[config.mk]
export PLATFORM = sky130hd
export DESIGN_NAME = det_event_monitor_flat
export DESIGN_NICKNAME = d
export VERILOG_FILES = /design/src/rtl/det_event_monitor_if.sv /design/src/rtl/det_event_monitor.sv /design/src/flat_wrapper.sv
export SDC_FILE = /design/constraint.sdc
export NUM_CORES = 1
export LEC_CHECK = 0
export ABC_AREA = 1
export CORE_MARGIN = 8
export CORE_UTILIZATION = 40
export DETAILED_ROUTE_END_ITERATION = 12
export PLACE_DENSITY = 0.68
export SETUP_SLACK_MARGIN = 0.1
export SLEW_MARGIN = 20
export SYNTH_ARGS = -nofsm -noshare
export SYNTH_HDL_FRONTEND = slang
export SYNTH_SLANG_ARGS = --single-unit
[constraint.sdc]
create_clock -name clk -period 3 [get_ports clk]
set_input_delay 0.9 -clock clk [delete_from_list [all_inputs] [get_ports clk]]
set_output_delay 0.9 -clock clk [all_outputs]
set_load 0.02 [all_outputs]
[src/rtl/det_event_monitor_if.sv]
// Bundle between the pattern detector side and the event monitor: detector hit
// and control inputs in, per-frame and running statistics out.
interface det_event_monitor_if #(
  parameter int unsigned FRAME_LEN = 8,
  parameter int unsigned TW        = 16
);
  localparam int unsigned CW = $clog2(FRAME_LEN + 1);

  logic          en;
  logic          hit;
  logic          clr_alarm;
  logic          frame_done;
  logic [CW-1:0] frame_count;
  logic          alarm;
  logic [TW-1:0] total_count;
  logic          busy;

  modport master (
    output en, hit, clr_alarm,
    input  frame_done, frame_count, alarm, total_count, busy
  );

  modport slave (
    input  en, hit, clr_alarm,
    output frame_done, frame_count, alarm, total_count, busy
  );
endinterface

[src/rtl/det_event_monitor.sv]
// Frame-based hit counter for the serial pattern detector output: per-frame hit
// count, sticky threshold alarm and a saturating running total of hits.
module det_event_monitor #(
  parameter int unsigned FRAME_LEN = 8,
  parameter int unsigned THRESH    = 3,
  parameter int unsigned TW        = 16
) (
  input  logic                  clk,
  input  logic                  rst,
  det_event_monitor_if.slave    bus
);
  localparam int unsigned CW  = $clog2(FRAME_LEN + 1);
  localparam int unsigned CCW = (FRAME_LEN > 1) ? $clog2(FRAME_LEN) : 1;
  localparam int unsigned TW1 = TW + 1;

  typedef enum logic {
    IDLE  = 1'b0,
    COUNT = 1'b1
  } state_t;

  state_t         state_q, state_d;
  logic [CCW-1:0] cyc_q, cyc_d;
  logic [CW-1:0]  hit_q, hit_d;
  logic           frame_done_q, frame_done_d;
  logic [CW-1:0]  frame_count_q, frame_count_d;
  logic           alarm_q, alarm_d;
  logic [TW-1:0]  total_q, total_d;
  logic           busy_q, busy_d;

  logic [CW-1:0]  frame_sum;
  logic [TW1-1:0] total_sum;
  logic           frame_end;

  // State and output registers
  always_ff @(posedge clk) begin
    if (rst) begin
      state_q       <= IDLE;
      cyc_q         <= '0;
      hit_q         <= '0;
      frame_done_q  <= 1'b0;
      frame_count_q <= '0;
      alarm_q       <= 1'b0;
      total_q       <= '0;
      busy_q        <= 1'b0;
    end else begin
      state_q       <= state_d;
      cyc_q         <= cyc_d;
      hit_q         <= hit_d;
      frame_done_q  <= frame_done_d;
      frame_count_q <= frame_count_d;
      alarm_q       <= alarm_d;
      total_q       <= total_d;
      busy_q        <= busy_d;
    end
  end

  // Next-state, counters and output updates
  always_comb begin
    state_d       = state_q;
    cyc_d         = cyc_q;
    hit_d         = hit_q;
    frame_done_d  = 1'b0;
    frame_count_d = frame_count_q;
    alarm_d       = alarm_q;
    total_d       = total_q;
    frame_end     = 1'b0;

    // The current cycle's hit is folded in so the last cycle of a frame counts.
    frame_sum = hit_q + CW'(bus.hit);
    total_sum = {1'b0, total_q} + TW1'(frame_sum);

    case (state_q)
      IDLE: begin
        cyc_d = '0;
        hit_d = '0;
        if (bus.en) begin
          state_d = COUNT;
        end
      end
      COUNT: begin
        if (!bus.en) begin
          state_d = IDLE;
          cyc_d   = '0;
          hit_d   = '0;
        end else if (cyc_q == CCW'(FRAME_LEN - 1)) begin
          frame_end     = 1'b1;
          cyc_d         = '0;
          hit_d         = '0;
          frame_done_d  = 1'b1;
          frame_count_d = frame_sum;
          total_d       = total_sum[TW] ? {TW{1'b1}} : total_sum[TW-1:0];
        end else begin
          cyc_d = CCW'(cyc_q + 1'b1);
          hit_d = frame_sum;
        end
      end
      default: begin
        state_d = IDLE;
        cyc_d   = '0;
        hit_d   = '0;
      end
    endcase

    // A setting frame end beats a simultaneous clear request.
    if (frame_end && (frame_sum >= CW'(THRESH))) begin
      alarm_d = 1'b1;
    end else if (bus.clr_alarm) begin
      alarm_d = 1'b0;
    end

    busy_d = (state_d == COUNT);
  end

  assign bus.frame_done  = frame_done_q;
  assign bus.frame_count = frame_count_q;
  assign bus.alarm       = alarm_q;
  assign bus.total_count = total_q;
  assign bus.busy        = busy_q;
endmodule
[src/flat_wrapper.sv]
// flat-port wrapper written by rule: the top's interface ports become plain ports
module det_event_monitor_flat 
#(
  parameter int unsigned FRAME_LEN = 8,
  parameter int unsigned THRESH    = 3,
  parameter int unsigned TW        = 16
)
  (clk, rst, bus_en, bus_hit, bus_clr_alarm, bus_frame_done, bus_frame_count, bus_alarm, bus_total_count, bus_busy);
  det_event_monitor_if #(.FRAME_LEN(FRAME_LEN), .TW(TW)) bus_i ();
  input  logic clk;
  input  logic rst;
  input wire logic [$bits(bus_i.en)-1:0] bus_en;
  input wire logic [$bits(bus_i.hit)-1:0] bus_hit;
  input wire logic [$bits(bus_i.clr_alarm)-1:0] bus_clr_alarm;
  output wire logic [$bits(bus_i.frame_done)-1:0] bus_frame_done;
  output wire logic [$bits(bus_i.frame_count)-1:0] bus_frame_count;
  output wire logic [$bits(bus_i.alarm)-1:0] bus_alarm;
  output wire logic [$bits(bus_i.total_count)-1:0] bus_total_count;
  output wire logic [$bits(bus_i.busy)-1:0] bus_busy;
  assign bus_i.en = bus_en;
  assign bus_i.hit = bus_hit;
  assign bus_i.clr_alarm = bus_clr_alarm;
  assign bus_frame_done = bus_i.frame_done;
  assign bus_frame_count = bus_i.frame_count;
  assign bus_alarm = bus_i.alarm;
  assign bus_total_count = bus_i.total_count;
  assign bus_busy = bus_i.busy;
  det_event_monitor #(.FRAME_LEN(FRAME_LEN), .THRESH(THRESH), .TW(TW)) u_core (.clk(clk), .rst(rst), .bus(bus_i));
endmodule
==> flow_metrics.py, run 1 <==
metrics = {
    "yosys": {
        "synth_edf_count": 0,
        "synth-main-ff-cell": "dfxtp_1",
        "avgSynthCellArea_um2": 7.29,
        "synth_compound_area_frac": 0.0661,
        "synth_top_family_by_area": "simple AND/OR/NAND/NOR gates",
        "syn_nets": 240,
        "syn_area_um2": 1650,
        "ys_seq_elements": 30,
        "synth_cell_types": 28,
        "synth.area.mux_share": 0,
        "synth-simple-area-share": 0.349,
        "synth_xor_area_frac": 0.0266,
        "yosysWarnings": 0,
        "synth_top_area_share": 0.364,
        "synth_fa_ha_area_frac": 0.0729,
        "syn-instance-count": 226,
        "synth_area_leader_cell": "dfxtp_1",
        "synthArstFlopShare": 0,
        "ys_seq_area_frac": 0.364,
        "synth.area.top_cells": "dfxtp_1 (36%), nand2_1 (10%), inv_1 (9.6%)",
    },
    "drt": {
        "wl_met3_um": 247,
        "highest_layer": "met4",
        "dr_wl_met2_um": 1860,
        "drtAntennaViolNets": 0,
        "initialDrtViolationCount": 93,
        "num_vias": 1590,
        "wl_per_cell_um": 12.7,
        "drtPass1Iterations": 4,
        "routed_via_density": 4.95,
        "route.detailed.drc": 0,
        "routed_wl_um": 4070,
        "wl_met1_um": 1870,
    },
    "floorplanning": {
        "core_um2": 3970,
        "initial_core_util": 0.415,
        "die_area_um2": 6430,
        "row_count": 23,
        "chipHeight_um": 80.2,
        "ioPinCount": 28,
        "fp.dieW_um": 80.2,
    },
    "global_route": {
        "grt_pass1_wl_um": 6840,
        "grt_pass1_vias": 1514,
        "grt_start_max_net_pins": 18,
        "grt_overflow": 0,
        "antenna_found_initial": 0,
        "track_usage": 0.133,
    },
    "clocking": {
        "cts.sinks": 30,
        "worstSkewPairLatency_ns": 0.29,
        "cts_root_buffer": "clkbuf_8",
        "ctsHoldBuffers": 0,
        "clk_pin_slew_ns": 0.07,
        "cts_tree": "yes",
        "numCtsBuffers": 5,
        "clk_path_buf_depth": 2,
        "htreeDepth": 2,
    },
    "placement": {
        "place_inst": 311,
        "post-dp-hpwl_um": 2910,
        "pre_cts_ws_ns": -0.286,
        "port_buffers": 27,
        "place_congestion": 0.856,
    },
    "power_and_ir_drop": {
        "p_sw_uw": 185,
        "p_comb_frac": 0.021,
        "power_frac_seq": 0.423,
        "p_int_uw": 763,
        "powerDensity_nw_per_um2": 418,
        "p_clk_frac": 0.556,
        "power_leakage_uw": 0.00107,
        "peakVddDrop_mv": 0.233,
        "netSwitchingFraction": 0.195,
    },
    "worst_setup_path": {
        "cp_cell_sequence": "dlymetal6s2s_1 -> ha_4 -> ha_2 -> xnor2_2 -> inv_1 -> ha_4 -> nand2_1 -> nor2_1 -> nor2_1 -> nor2_1 -> nand4_1 -> nand3_1 -> nand2_1 -> inv_1",
        "max_stage_delay_ns": 0.29,
        "startpoint_type": "input port",
        "reg2regPathDepth": 13,
        "slowest_stage": "ha_4",
        "crit_path_end_kind": "flop",
        "worst-r2r-setup-slack_ns": 0.84,
        "worst_ep_arrival_time_ns": 2.81,
        "reg2reg_to": "u_core.bus.total_count[13]$_SDFFE_PP0P_",
        "r2r_start": "u_core.hit_q[0]$_SDFF_PP0_",
        "crit_top_cell": "nor2_1",
        "cp_max_fo": 4,
        "cp.required_ns": 3.24,
        "worstSetupPathType": "input port to flop",
    },
    "sta": {
        "rsz0062_at_grt": "no",
        "finalCritPeriodShare": 0.860,
        "setup_violations": 0,
        "fin_crit_ns": 2.58,
        "fin_ws_ns": 0.421,
        "maxSlewViolCount": 0,
        "worst_pin_slew_ns": 0.596,
        "fmax_mhz": 388,
        "finalClockSkew_ns": 0.00251,
        "hold_violations": 0,
        "timing.slew.headroom": 0.602,
    },
    "layout": {
        "layout_common_cells": "nand2_1 (44), inv_1 (41), dfxtp_1 (30), clkdlybuf4s50_1 (26), nor2_1 (19)",
        "diodes": 0,
        "drive_above_1_share": 0.185,
        "nets": 284,
        "final_common_cell": "nand2_1",
        "stdcell_count": 321,
        "syn2layout_area_growth_pct": 37.7,
    },
    "min_path": {
        "holdPathStages": 1,
        "hp-class": "flop to flop",
        "min_to": "u_core.cyc_q[0]$_SDFF_PP0_",
        "hp-start": "u_core.cyc_q[0]$_SDFF_PP0_",
    },
    "job": {
        "drv_cap": 0,
    },
    "run_status": {
        "status": "completed",
    },
}
[cell families after synthesis]
group / count (synthesis)
compound gates: 21
xor+xnor: 5
fa+ha+maj: 9
buf+inv: 48
flops: 30
simple gates: 113
[metal layers]
| layer | up-vias | GRT usage |
|---|---|---|
| met5 | - | 0 |
| met4 | 0 | 0.0582 |
| met3 | 8 | 0.0435 |
| met2 | 34 | 0.207 |
| met1 | 741 | 0.164 |
| li1 | 807 | - |
[synthesized netlist by cell type, types with 2 or more instances]
cell type   n
nand2_1    45
inv_1      42
dfxtp_1    30
nor2_1     19
nand3_1    17
nand4_1    11
a21oi_1    10
o21ai_0     9
ha_1        8
nand2_2     6
nand3b_1    4
xor2_1      4
buf_2       2
inv_2       2
nand2_4     2
nor2_2      2
nor3_1      2
[sequential cells by signal, summed over array words and instances, names as in the netlist]
register,count
u_core.bus.total_count,16
u_core.bus.frame_count,4
u_core.hit_q,4
u_core.cyc_q,3
u_core.bus.alarm,1
u_core.bus.busy,1
u_core.bus.frame_done,1
[final cells by class]
class | count | area [um2]
Fill cell | 353 | 1700
Timing Repair Buffer | 41 | 378
Clock buffer | 6 | 82.6
Multi-Input combinational cell | 148 | 920
Tap cell | 50 | 62.6
Sequential cell | 30 | 601
Inverter | 44 | 165
Clock inverter | 2 | 60.1
[worst max path at each step]
| stage | from | endpoint | depth (start not counted) | slack, ns |
|---|---|---|---|---|
| after global placement | bus_hit | u_core.bus.total_count[9]$_SDFFE_PP0P_ | 15 | -0.24 |
| after CTS | bus_hit | u_core.bus.total_count[9]$_SDFFE_PP0P_ | 14 | 0.13 |
| after detailed placement | bus_hit | u_core.bus.total_count[11]$_SDFFE_PP0P_ | 15 | -0.29 |
| after floorplan | bus_hit | u_core.bus.total_count[15]$_SDFFE_PP0P_ | 15 | 0.33 |
| final | bus_hit | u_core.bus.total_count[13]$_SDFFE_PP0P_ | 14 | 0.42 |
| after global routing | bus_hit | u_core.bus.total_count[8]$_SDFFE_PP0P_ | 15 | 0.24 |
[worst max-delay path, delay by kind of cell]
| family | cells | cell delay (ns) |
|---|---|---|
| AND/OR/NAND/NOR | 7 | 0.76 |
| adder cells (fa/ha/maj) | 3 | 0.64 |
| buffers and inverters | 3 | 0.31 |
| XOR/XNOR | 1 | 0.19 |
[power groups by stage]
stage / clock (uW) / combinational (uW) / sequential, uW
3_3_place_gp: 0 / 19.0 / 409
6_report: 527 / 20.2 / 400
5_1_grt: 543 / 22.4 / 401
3_5_place_dp: 0 / 19.3 / 410
2_1_floorplan: 0 / 7.18 / 410
4_1_cts: 527 / 19.2 / 400
[stage by stage]
| step | power, uW | utilization | hold slack, ns | cell area [um2] | setup TNS, ns |
|---|---|---|---|---|---|
| global route | 966 | 0.571 | 0.477 | 2270 | 0 |
| detailed placement | 429 | 0.513 | 0.431 | 2040 | -3.19 |
| global placement | 428 | 0.513 | 0.412 | 2040 | -2.61 |
| floorplan | 417 | - | 0.399 | 1650 | 0 |
| CTS | 947 | 0.550 | 0.441 | 2180 | 0 |
| finish | 948 | 0.571 | 0.430 | 2270 | 0 |
[timing repair]
action                     CTS  global route
setup endpoints to repair    7            16
resized for setup            2            13
hold endpoints to repair     0             0
setup buffers                0             2
pin swaps                    0            13
Power figures use the tool's default switching activity.
==> run 2, diff against run 1 <==
--- a/config.mk
+++ b/config.mk
@@ -5,11 +5,11 @@
 export SDC_FILE = /design/constraint.sdc
 export NUM_CORES = 1
 export LEC_CHECK = 0
-export ABC_AREA = 1
 export CORE_MARGIN = 8
 export CORE_UTILIZATION = 40
 export DETAILED_ROUTE_END_ITERATION = 12
-export PLACE_DENSITY = 0.68
+export DONT_BUFFER_PORTS = 1
+export PLACE_DENSITY = 0.59
 export SETUP_SLACK_MARGIN = 0.1
 export SLEW_MARGIN = 20
 export SYNTH_ARGS = -nofsm -noshare
==> flow_metrics.py, run 2 <==
metrics = {
    "run_status": {
        "status": "completed",
    },
    "layout": {
        "drive_above_1_share": 0.134,
        "layout_common_cells": "dfxtp_1 (30), nor2_1 (13), a21oi_1 (13), nand2_1 (10), buf_4 (10)",
        "seqCellArea_um2": 601,
        "nets": 185,
        "diodes": 0,
        "largest_reg_flops": 16,
        "multi_input_area_um2": 796,
        "final_common_cell": "dfxtp_1",
        "num-fill-cells": 331,
        "syn2layout_area_growth_pct": 12.1,
    },
    "power_and_ir_drop": {
        "peakVddDrop_mv": 0.211,
        "netSwitchingFraction": 0.219,
        "p_sw_uw": 145,
        "power_leakage_uw": 0.000598,
        "powerDensity_nw_per_um2": 411,
        "p_int_uw": 517,
        "power_frac_seq": 0.606,
        "p_clk_frac": 0.381,
        "total_power_uw": 662,
        "p_comb_frac": 0.013,
    },
    "yosys": {
        "ys_seq_elements": 30,
        "synth_edf_count": 0,
        "synth_top_area_share": 0.418,
        "syn_nets": 174,
        "synth_area_leader_cell": "dfxtp_1",
        "syn_area_um2": 1440,
        "synthArstFlopShare": 0,
        "synthTopCellsByCount": "dfxtp_1 (30), a21oi_1 (14), nor2_1 (13), nand2_1 (10), ha_1 (8)",
        "yosysWarnings": 0,
        "avgSynthCellArea_um2": 8.99,
        "synth.area.top_cells": "dfxtp_1 (42%), ha_1 (7.0%), a21oi_1 (4.9%)",
        "synth-main-ff-cell": "dfxtp_1",
        "synth_cell_types": 39,
        "syn-instance-count": 160,
        "synth_most_common_cell": "dfxtp_1",
        "ys_seq_area_frac": 0.418,
    },
    "global_route": {
        "track_usage": 0.121,
        "antenna_found_initial": 0,
        "grt_start_max_net_pins": 26,
        "grt_overflow": 0,
        "grt_pass1_vias": 1207,
        "grt_pass1_wl_um": 5710,
    },
    "clocking": {
        "worstSkewPairLatency_ns": 0.32,
        "cts.sinks": 30,
        "numCtsBuffers": 5,
        "cts_root_buffer": "clkbuf_4",
        "clk_pin_slew_ns": 0.09,
        "post_cts_buffers": 0,
        "cts_tree": "yes",
        "htreeDepth": 2,
        "clk_path_buf_depth": 2,
    },
    "drt": {
        "routed_via_density": 5.51,
        "drtAntennaViolNets": 0,
        "wl_per_cell_um": 15.0,
        "drtPass1Iterations": 4,
        "num_vias": 1201,
        "initialDrtViolationCount": 80,
        "routed_wl_um": 3270,
        "route.detailed.drc": 0,
    },
    "worst_setup_path": {
        "worst-r2r-setup-slack_ns": 0.61,
        "startpoint_type": "input port",
        "cp_max_fo": 12,
        "reg2reg_to": "u_core.bus.total_count[9]$_SDFFE_PP0P_",
        "crit_path_end_kind": "flop",
        "r2r_start": "u_core.hit_q[0]$_SDFF_PP0_",
        "worstSetupPathType": "input port to flop",
        "cp.required_ns": 3.26,
        "reg2regPathDepth": 10,
        "worst_ep_arrival_time_ns": 2.93,
    },
    "min_path": {
        "holdPathStages": 1,
        "hp-class": "flop to flop",
        "min_to": "u_core.cyc_q[0]$_SDFF_PP0_",
        "hp-start": "u_core.cyc_q[0]$_SDFF_PP0_",
    },
    "floorplanning": {
        "die_area_um2": 5770,
        "fp.dieW_um": 76.0,
        "ioPinCount": 28,
        "chipHeight_um": 76.0,
        "initial_core_util": 0.424,
        "core_um2": 3390,
        "row_count": 21,
    },
    "sta": {
        "fin_crit_ns": 2.68,
        "fin_hold_ws_ns": 0.422,
        "finalCritPeriodShare": 0.892,
        "worst_pin_slew_ns": 0.503,
        "fmax_mhz": 374,
        "timing.slew.headroom": 0.665,
        "finalClockSkew_ns": 0.00856,
        "maxSlewViolCount": 0,
        "setup_violations": 0,
        "hold_violations": 0,
        "rsz0062_at_grt": "no",
    },
    "job": {
        "drv_cap": 0,
    },
    "placement": {
        "port_buffers": 0,
        "post-dp-hpwl_um": 2470,
        "place_congestion": 0.798,
    },
}
[run 2: routing by layer]
metal	vias to the layer above	share of wire	track usage
li1	606	-	-
met1	561	0.41	0.121
met2	28	0.50	0.213
met3	6	0.077	0.0507
met4	0	0.015	0.0529
met5	-	0	0
[run 2: power by group through the flow]
stage	Sequential [uW]	Clock [uW]	Combinational [uW]
after detailed placement	411	0	8.51
after CTS	401	258	8.53
after floorplan	410	0	8.39
after global routing	402	275	9.69
final	401	252	8.36
after global placement	411	0	8.16
[run 2: cell type report]
| type | count | share of cell area |
|---|---|---|
| clock buffers | 7 | 0.0342 |
| repair buffers | 10 | 0.0466 |
| inverters | 6 | 0.0140 |
| clock inverters | 1 | 0.00311 |
| well taps | 46 | 0.0357 |
| multi-input cells | 118 | 0.494 |
| flip-flops and latches | 30 | 0.373 |
[run 2: worst max-delay path by stage]
stage	from	endpoint	slack [ns]	cells after the start
final	bus_hit	u_core.bus.total_count[9]$_SDFFE_PP0P_	0.32	10
after global routing	bus_hit	u_core.bus.total_count[9]$_SDFFE_PP0P_	0.14	10
after CTS	bus_hit	u_core.bus.total_count[9]$_SDFFE_PP0P_	0.32	10
after detailed placement	bus_hit	u_core.bus.total_count[9]$_SDFFE_PP0P_	-0.01	10
after global placement	bus_hit	u_core.bus.total_count[8]$_SDFFE_PP0P_	-0.01	8
after floorplan	bus_hit	u_core.bus.total_count[8]$_SDFFE_PP0P_	0.12	8
[run 2: worst max-delay path, stage by stage]
cell and delay (ns):
ha_1 0.20, ha_1 0.19, xnor2_1 0.21, inv_1 0.09, ha_1 0.35, o21a_1 0.12
a21oi_1 0.06, buf_4 0.17, or4_1 0.48, a31oi_1 0.17
[run 2: repair_timing]
action,4_1_cts,5_1_grt
resized for setup,0,1
hold buffers,0,0
setup endpoints to repair,0,1
[run 2: logic make-up after synthesis]
family / after synthesis / synth area share
flops: 30 / 0.418
simple gates: 59 / 0.228
fa+ha+maj: 9 / 0.0836
compound gates: 42 / 0.186
mux: 2 / 0.0157
xor+xnor: 6 / 0.0366
buf+inv: 12 / 0.0322
[run 2: stage by stage]
step	instances	setup slack, ns	setup TNS (ns)	area, um2	utilization
5_1_grt	218	0.141	0	1610	0.475
6_report	218	0.325	0	1610	0.475
3_5_place_dp	210	-0.0128	-0.0285	1550	0.457
2_1_floorplan	160	0.117	0	1440	-
3_3_place_gp	210	-0.0132	-0.0132	1550	0.457
4_1_cts	218	0.315	0	1610	0.475
==> run 3, diff against run 2 <==
--- a/config.mk
+++ b/config.mk
@@ -6,10 +6,10 @@
 export NUM_CORES = 1
 export LEC_CHECK = 0
 export CORE_MARGIN = 8
-export CORE_UTILIZATION = 40
+export CORE_UTILIZATION = 32
 export DETAILED_ROUTE_END_ITERATION = 12
 export DONT_BUFFER_PORTS = 1
-export PLACE_DENSITY = 0.59
+export PLACE_DENSITY = 0.51
 export SETUP_SLACK_MARGIN = 0.1
 export SLEW_MARGIN = 20
 export SYNTH_ARGS = -nofsm -noshare
==> flow_metrics.py, run 3 (synthesis results as in run 2) <==
metrics = {
    "drt": {
        "dr_wl_met2_um": 1600,
        "routed_wl_um": 3490,
        "drtPass1Iterations": 4,
        "wl_per_cell_um": 15.5,
        "routed_via_density": 5.42,
        "drtAntennaViolNets": 0,
        "wl_met1_um": 1600,
        "num_vias": 1220,
        "route.detailed.drc": 0,
        "initialDrtViolationCount": 66,
        "wl_met3_um": 257,
        "highest_layer": "met4",
    },
    "clocking": {
        "cts_tree": "yes",
        "htreeDepth": 2,
        "cts_root_buffer": "clkbuf_8",
        "clk_path_buf_depth": 2,
        "clk_pin_slew_ns": 0.07,
        "cts.sinks": 30,
        "numCtsBuffers": 5,
        "worstSkewPairLatency_ns": 0.28,
    },
    "global_route": {
        "track_usage": 0.103,
        "grt_overflow": 0,
        "grt_pass1_wl_um": 5930,
        "antenna_found_initial": 0,
        "grt_start_max_net_pins": 26,
        "grt_pass1_vias": 1213,
    },
    "power_and_ir_drop": {
        "p_clk_frac": 0.485,
        "p_sw_uw": 160,
        "power_leakage_uw": 0.000626,
        "netSwitchingFraction": 0.202,
        "peakVddDrop_mv": 0.230,
        "power_frac_seq": 0.505,
        "p_int_uw": 635,
        "powerDensity_nw_per_um2": 471,
        "p_comb_frac": 0.010,
    },
    "placement": {
        "post-dp-hpwl_um": 2590,
        "pre_cts_ws_ns": -0.0452,
        "place_congestion": 0.768,
        "port_buffers": 0,
    },
    "sta": {
        "hold_violations": 0,
        "finalCritPeriodShare": 0.900,
        "fin_crit_ns": 2.70,
        "setup_violations": 0,
        "timing.slew.headroom": 0.657,
        "fin_ws_ns": 0.299,
        "finalClockSkew_ns": 0.00862,
        "rsz0062_at_grt": "no",
        "worst_pin_slew_ns": 0.515,
        "fmax_mhz": 370,
        "fin_hold_ws_ns": 0.421,
        "maxSlewViolCount": 0,
    },
    "layout": {
        "nets": 186,
        "final_common_cell": "dfxtp_1",
        "finalCoreUtilization": 0.388,
        "drive_above_1_share": 0.150,
        "diodes": 0,
        "largest_reg_flops": 16,
        "syn2layout_area_growth_pct": 17.6,
        "layout_common_cells": "dfxtp_1 (30), nor2_1 (13), a21oi_1 (13), buf_4 (11), nand2_1 (10)",
    },
    "floorplanning": {
        "row_count": 24,
        "ioPinCount": 28,
        "fp.dieW_um": 83.0,
        "core_um2": 4350,
        "chipHeight_um": 83.0,
        "initial_core_util": 0.330,
        "die_area_um2": 6890,
    },
    "worst_setup_path": {
        "crit_path_end_kind": "flop",
        "worst_ep_arrival_time_ns": 2.91,
        "slowest_stage": "or4_1",
        "cp.required_ns": 3.21,
        "reg2regPathDepth": 10,
        "crit_top_cell": "ha_1",
        "startpoint_type": "input port",
        "worstSetupPathType": "input port to flop",
        "cp_cell_sequence": "ha_1 -> ha_1 -> xnor2_2 -> inv_1 -> ha_1 -> o21a_1 -> a21oi_1 -> buf_4 -> or4_1 -> a31oi_1",
        "cp_max_fo": 12,
        "max_stage_delay_ns": 0.47,
    },
    "min_path": {
        "hp-class": "flop to flop",
        "holdPathStages": 1,
    },
    "run_status": {
        "status": "completed",
    },
    "job": {
        "drv_cap": 0,
    },
}
[run 3: per-stage QoR]
step	power [uW]	std cells	instance area (um2)	setup TNS, ns
after floorplan	419	160	1440	0
after global routing	824	225	1690	0
final	796	225	1690	0
after CTS	805	225	1680	0
after detailed placement	419	217	1570	-0.0688
after global placement	419	217	1570	0
[run 3: final timing paths]
check                                                 from                                endpoint  slack [ns]
worst max-delay path                               bus_hit  u_core.bus.total_count[9]$_SDFFE_PP0P_        0.30
worst min-delay path            u_core.cyc_q[0]$_SDFF_PP0_              u_core.cyc_q[0]$_SDFF_PP0_        0.42
worst max register to register  u_core.hit_q[0]$_SDFF_PP0_  u_core.bus.total_count[9]$_SDFFE_PP0P_        0.61
worst min register to register  u_core.cyc_q[0]$_SDFF_PP0_              u_core.cyc_q[0]$_SDFF_PP0_        0.42
[run 3: layout make-up]
| cell class | count | area [um2] |
|---|---|---|
| clock buffer | 8 | 110 |
| fill | 443 | 2660 |
| inverter | 6 | 22.5 |
| multi-input combinational | 118 | 810 |
| sequential | 30 | 601 |
| tap | 52 | 65.1 |
| timing repair buffer | 11 | 82.6 |
[run 3: metal layers]
| metal | global-route usage | vias to the layer above |
|---|---|---|
| li1 | - | 608 |
| met1 | 0.115 | 581 |
| met2 | 0.167 | 26 |
| met3 | 0.0498 | 5 |
| met4 | 0.0335 | 0 |
| met5 | 0 | - |
[run 3: power by group through the flow]
stage	clock, uW	combinational (uW)	sequential (uW)
CTS	395	8.46	402
finish	386	8.29	402
global route	412	9.60	402
global placement	0	8.33	411
floorplan	0	8.39	410
detailed placement	0	8.39	411
[run 3: worst max-delay path: cells and delay by family]
family,cells,cell delay (ns)
and+or+nand+nor,1,0.47
adders and majority gates,3,0.77
buffers and inverters,2,0.25
AOI/OAI and AO/OA,3,0.35
xor gates and xnor gates,1,0.16
[run 3: timing repair]
| action | CTS | global route |
|---|---|---|
| hold buffers | 0 | 0 |
| endpoints found under the setup margin | 0 | 3 |
| buffers inserted | 0 | 0 |
| resized for setup | 0 | 2 |
==> edit, RTL diff (settings of run 1) <==
`FRAME_LEN` is set to 8 in 3 places; all go to 4.
--- a/src/rtl/det_event_monitor_if.sv
+++ b/src/rtl/det_event_monitor_if.sv
@@ -1,7 +1,7 @@
 // Bundle between the pattern detector side and the event monitor: detector hit
 // and control inputs in, per-frame and running statistics out.
 interface det_event_monitor_if #(
-  parameter int unsigned FRAME_LEN = 8,
+  parameter int unsigned FRAME_LEN = 4,
   parameter int unsigned TW        = 16
 );
   localparam int unsigned CW = $clog2(FRAME_LEN + 1);
--- a/src/rtl/det_event_monitor.sv
+++ b/src/rtl/det_event_monitor.sv
@@ -1,7 +1,7 @@
 // Frame-based hit counter for the serial pattern detector output: per-frame hit
 // count, sticky threshold alarm and a saturating running total of hits.
 module det_event_monitor #(
-  parameter int unsigned FRAME_LEN = 8,
+  parameter int unsigned FRAME_LEN = 4,
   parameter int unsigned THRESH    = 3,
   parameter int unsigned TW        = 16
 ) (
--- a/src/flat_wrapper.sv
+++ b/src/flat_wrapper.sv
@@ -1,7 +1,7 @@
 // flat-port wrapper written by rule: the top's interface ports become plain ports
 module det_event_monitor_flat 
 #(
-  parameter int unsigned FRAME_LEN = 8,
+  parameter int unsigned FRAME_LEN = 4,
   parameter int unsigned THRESH    = 3,
   parameter int unsigned TW        = 16
 )
Ports: changed (resized bus_frame_count); port bits go from 28 to 27. No check against the original RTL was run, so the function may have changed too.
==> edit against run 1 <==
- sequential cell count fell by 3
- area after synthesis down 7.9%
- design area is 12% lower
- maximum frequency up 1.5%
- worst setup slack gained 0.038 ns
- count of clock-buffer cells in the layout is 3 lower
- via count down 13%
- synthesized cell count decreased by 6.6%
- total power decreased by 37%
- die area is 6.4% lower
- routed wire length is 11% lower
- critical endpoint is now u_core.bus.total_count[9]$_SDFFE_PP0P_
==> edit: results (changes against run 1) <==
| Metric | Value |
|---|---|
| Outcome | `complete, no violations` |
| Drt total wl | `3610 um (-11%)` |
| Vias in the first global route | `1,350 (-11%)` |
| Number of unique standard cell types used by synthesis | `27 (-3.6%)` |
| H-tree depth reported by CTS | `1 (-1)` |
| Number of input and output port buffers inserted | `26 (-3.7%)` |
| Placed Area | `1870 um^2 (-8.1%)` |
| Per-cell via count in the routed design | `4.70 (-5.2%)` |
| Internal Pwr Total | `463 uW (-39%)` |
| Number of antenna violations at the first check in global routing | `0 (unchanged)` |
| Final weighted congestion in routability-driven placement | `0.857 (about the same)` |
| IR Drop Worst-Case VDD | `0.160 mV (-31%)` |
| Total routing usage reported by global routing | `11.9% (-1.5 points)` |
| Reg clk slew, reported paths | `0.10 ns (+0.03 ns)` |
| Top cells by count, synth | `56 x nand2_1, 30 x inv_1, 27 x dfxtp_1, 25 x nor2_1` |
| Delay of the slowest critical-path stage | `0.35 ns (+0.06 ns)` |
| Post-detailed-route wirelength per cell | `12.2 um (-4.0%)` |
| Category of cells accounting for the largest share of critical-path delay | `adder cells` |
| Root Driver | `clkbuf_8` |
| Seq/Total Area, Yosys | `35.6% (-0.83 points)` |
| First-pass GRT wire length | `5990 um (-12%)` |
| Fin nets | `261 (-8.1%)` |
| Insertion delay of the later-clocked pin in the worst-skew pair | `0.27 ns (-0.02 ns)` |
| Seq pwr share | `60.7% (+18 points)` |
| Pleak | `0.000896 uW (-16%)` |
| Highest-delay cell along the critical path | `fa_2` |
| Tightest Pin Transition | `0.343 ns (-0.253 ns)` |
| Critical Path Source | `bus_hit` |
| Clock Skew | `0.00523 ns (+0.00272 ns)` |
| DP Worst Slack | `-0.149 ns (+0.136 ns)` |
| Share of flip-flops with an asynchronous set or reset | `0% (unchanged)` |
| Fraction of final layout cells with drive strength greater than 1 | `16.9% (-1.5 points)` |
| Number of placed instances, taps included | `289 (-7.1%)` |
| Hold-critical path endpoint | `u_core.cyc_q[0]$_SDFF_PP0_` |
| CP arrival | `2.76 ns (-0.05 ns)` |
| FF+latch area | `541 um^2 (-10%)` |
| TritonCTS Buffers | `3 (-2)` |
| Post-synthesis instance total | `211 (-6.6%)` |
| Fraction of power consumed by the clock network | `35.4% (-20 points)` |
| FF-to-FF setup slack | `0.90 ns (+0.06 ns)` |
| Post-synthesis net count | `223 (-7.1%)` |
| Largest cells by area after synthesis | `dfxtp_1 36%, nand2_1 14%, inv_1 7.4%` |
| DR iter-0 viols | `70 (-25%)` |
| Post_cts resized | `0 (-2)` |
| Maximum net fanout on the critical path | `8 (+4)` |
| Fillers | `335 (-5.1%)` |
| Detailed Place HPWL | `2740 um (-6.1%)` |
| Largest net degree at the start of global routing | `16 (-2)` |
| Critical R2R Capture | `u_core.bus.total_count[9]$_SDFFE_PP0P_` |
-- edit: through the flow --
stage	power [uW]	hold WS, ns
final	594	0.441
after detailed placement	391	0.427
after global routing	621	0.463
after floorplan	378	0.399
after global placement	390	0.411
after CTS	598	0.441
-- edit: kinds of logic after synthesis --
logic type,count (synthesis),share of synthesized area (%)
simple gates,117,39.1
buf+inv,34,8.90
flops,27,35.6
compound gates,22,7.83
fa+ha+maj,7,6.27
xor+xnor,4,2.31
-- edit: layer usage --
metal,up-vias,track usage (%),share of wire (%)
met5,-,0,0
met4,0,4.15,1.8
met3,6,2.88,5.2
met2,30,20.1,47
met1,617,14.1,46
li1,737,-,-
-- edit: layout make-up --
class	instances	area share [%]
Tap cell	48	3.02
Sequential cell	27	27.2
Clock buffer	3	2.08
Inverter	31	5.85
Timing Repair Buffer	36	17.0
Clock inverter	1	0.252
Multi-Input combinational cell	150	44.6
-- edit: worst register-to-register path, stage by stage (launching register included) --
cell and delay [ns]:
dfxtp_1 0.34, ha_4 0.27, ha_2 0.18, inv_1 0.06
fa_2 0.35, inv_1 0.08, nand3_2 0.12, nand2_4 0.12
nand2_4 0.08, nor2_8 0.18, nand2_8 0.09, nand2_1 0.07
nor2_1 0.04, nor2_1 0.07
-- edit: how the worst max path moves through the flow --
stage                                         endpoint  slack, ns  depth (start not counted)
2_1_floorplan  u_core.bus.total_count[12]$_SDFFE_PP0P_       0.41                         12
3_3_place_gp    u_core.bus.total_count[5]$_SDFFE_PP0P_      -0.07                         11
3_5_place_dp   u_core.bus.total_count[14]$_SDFFE_PP0P_      -0.15                         13
4_1_cts         u_core.bus.total_count[9]$_SDFFE_PP0P_       0.13                         14
5_1_grt         u_core.bus.total_count[9]$_SDFFE_PP0P_       0.36                         14
6_report        u_core.bus.total_count[9]$_SDFFE_PP0P_       0.46                         14
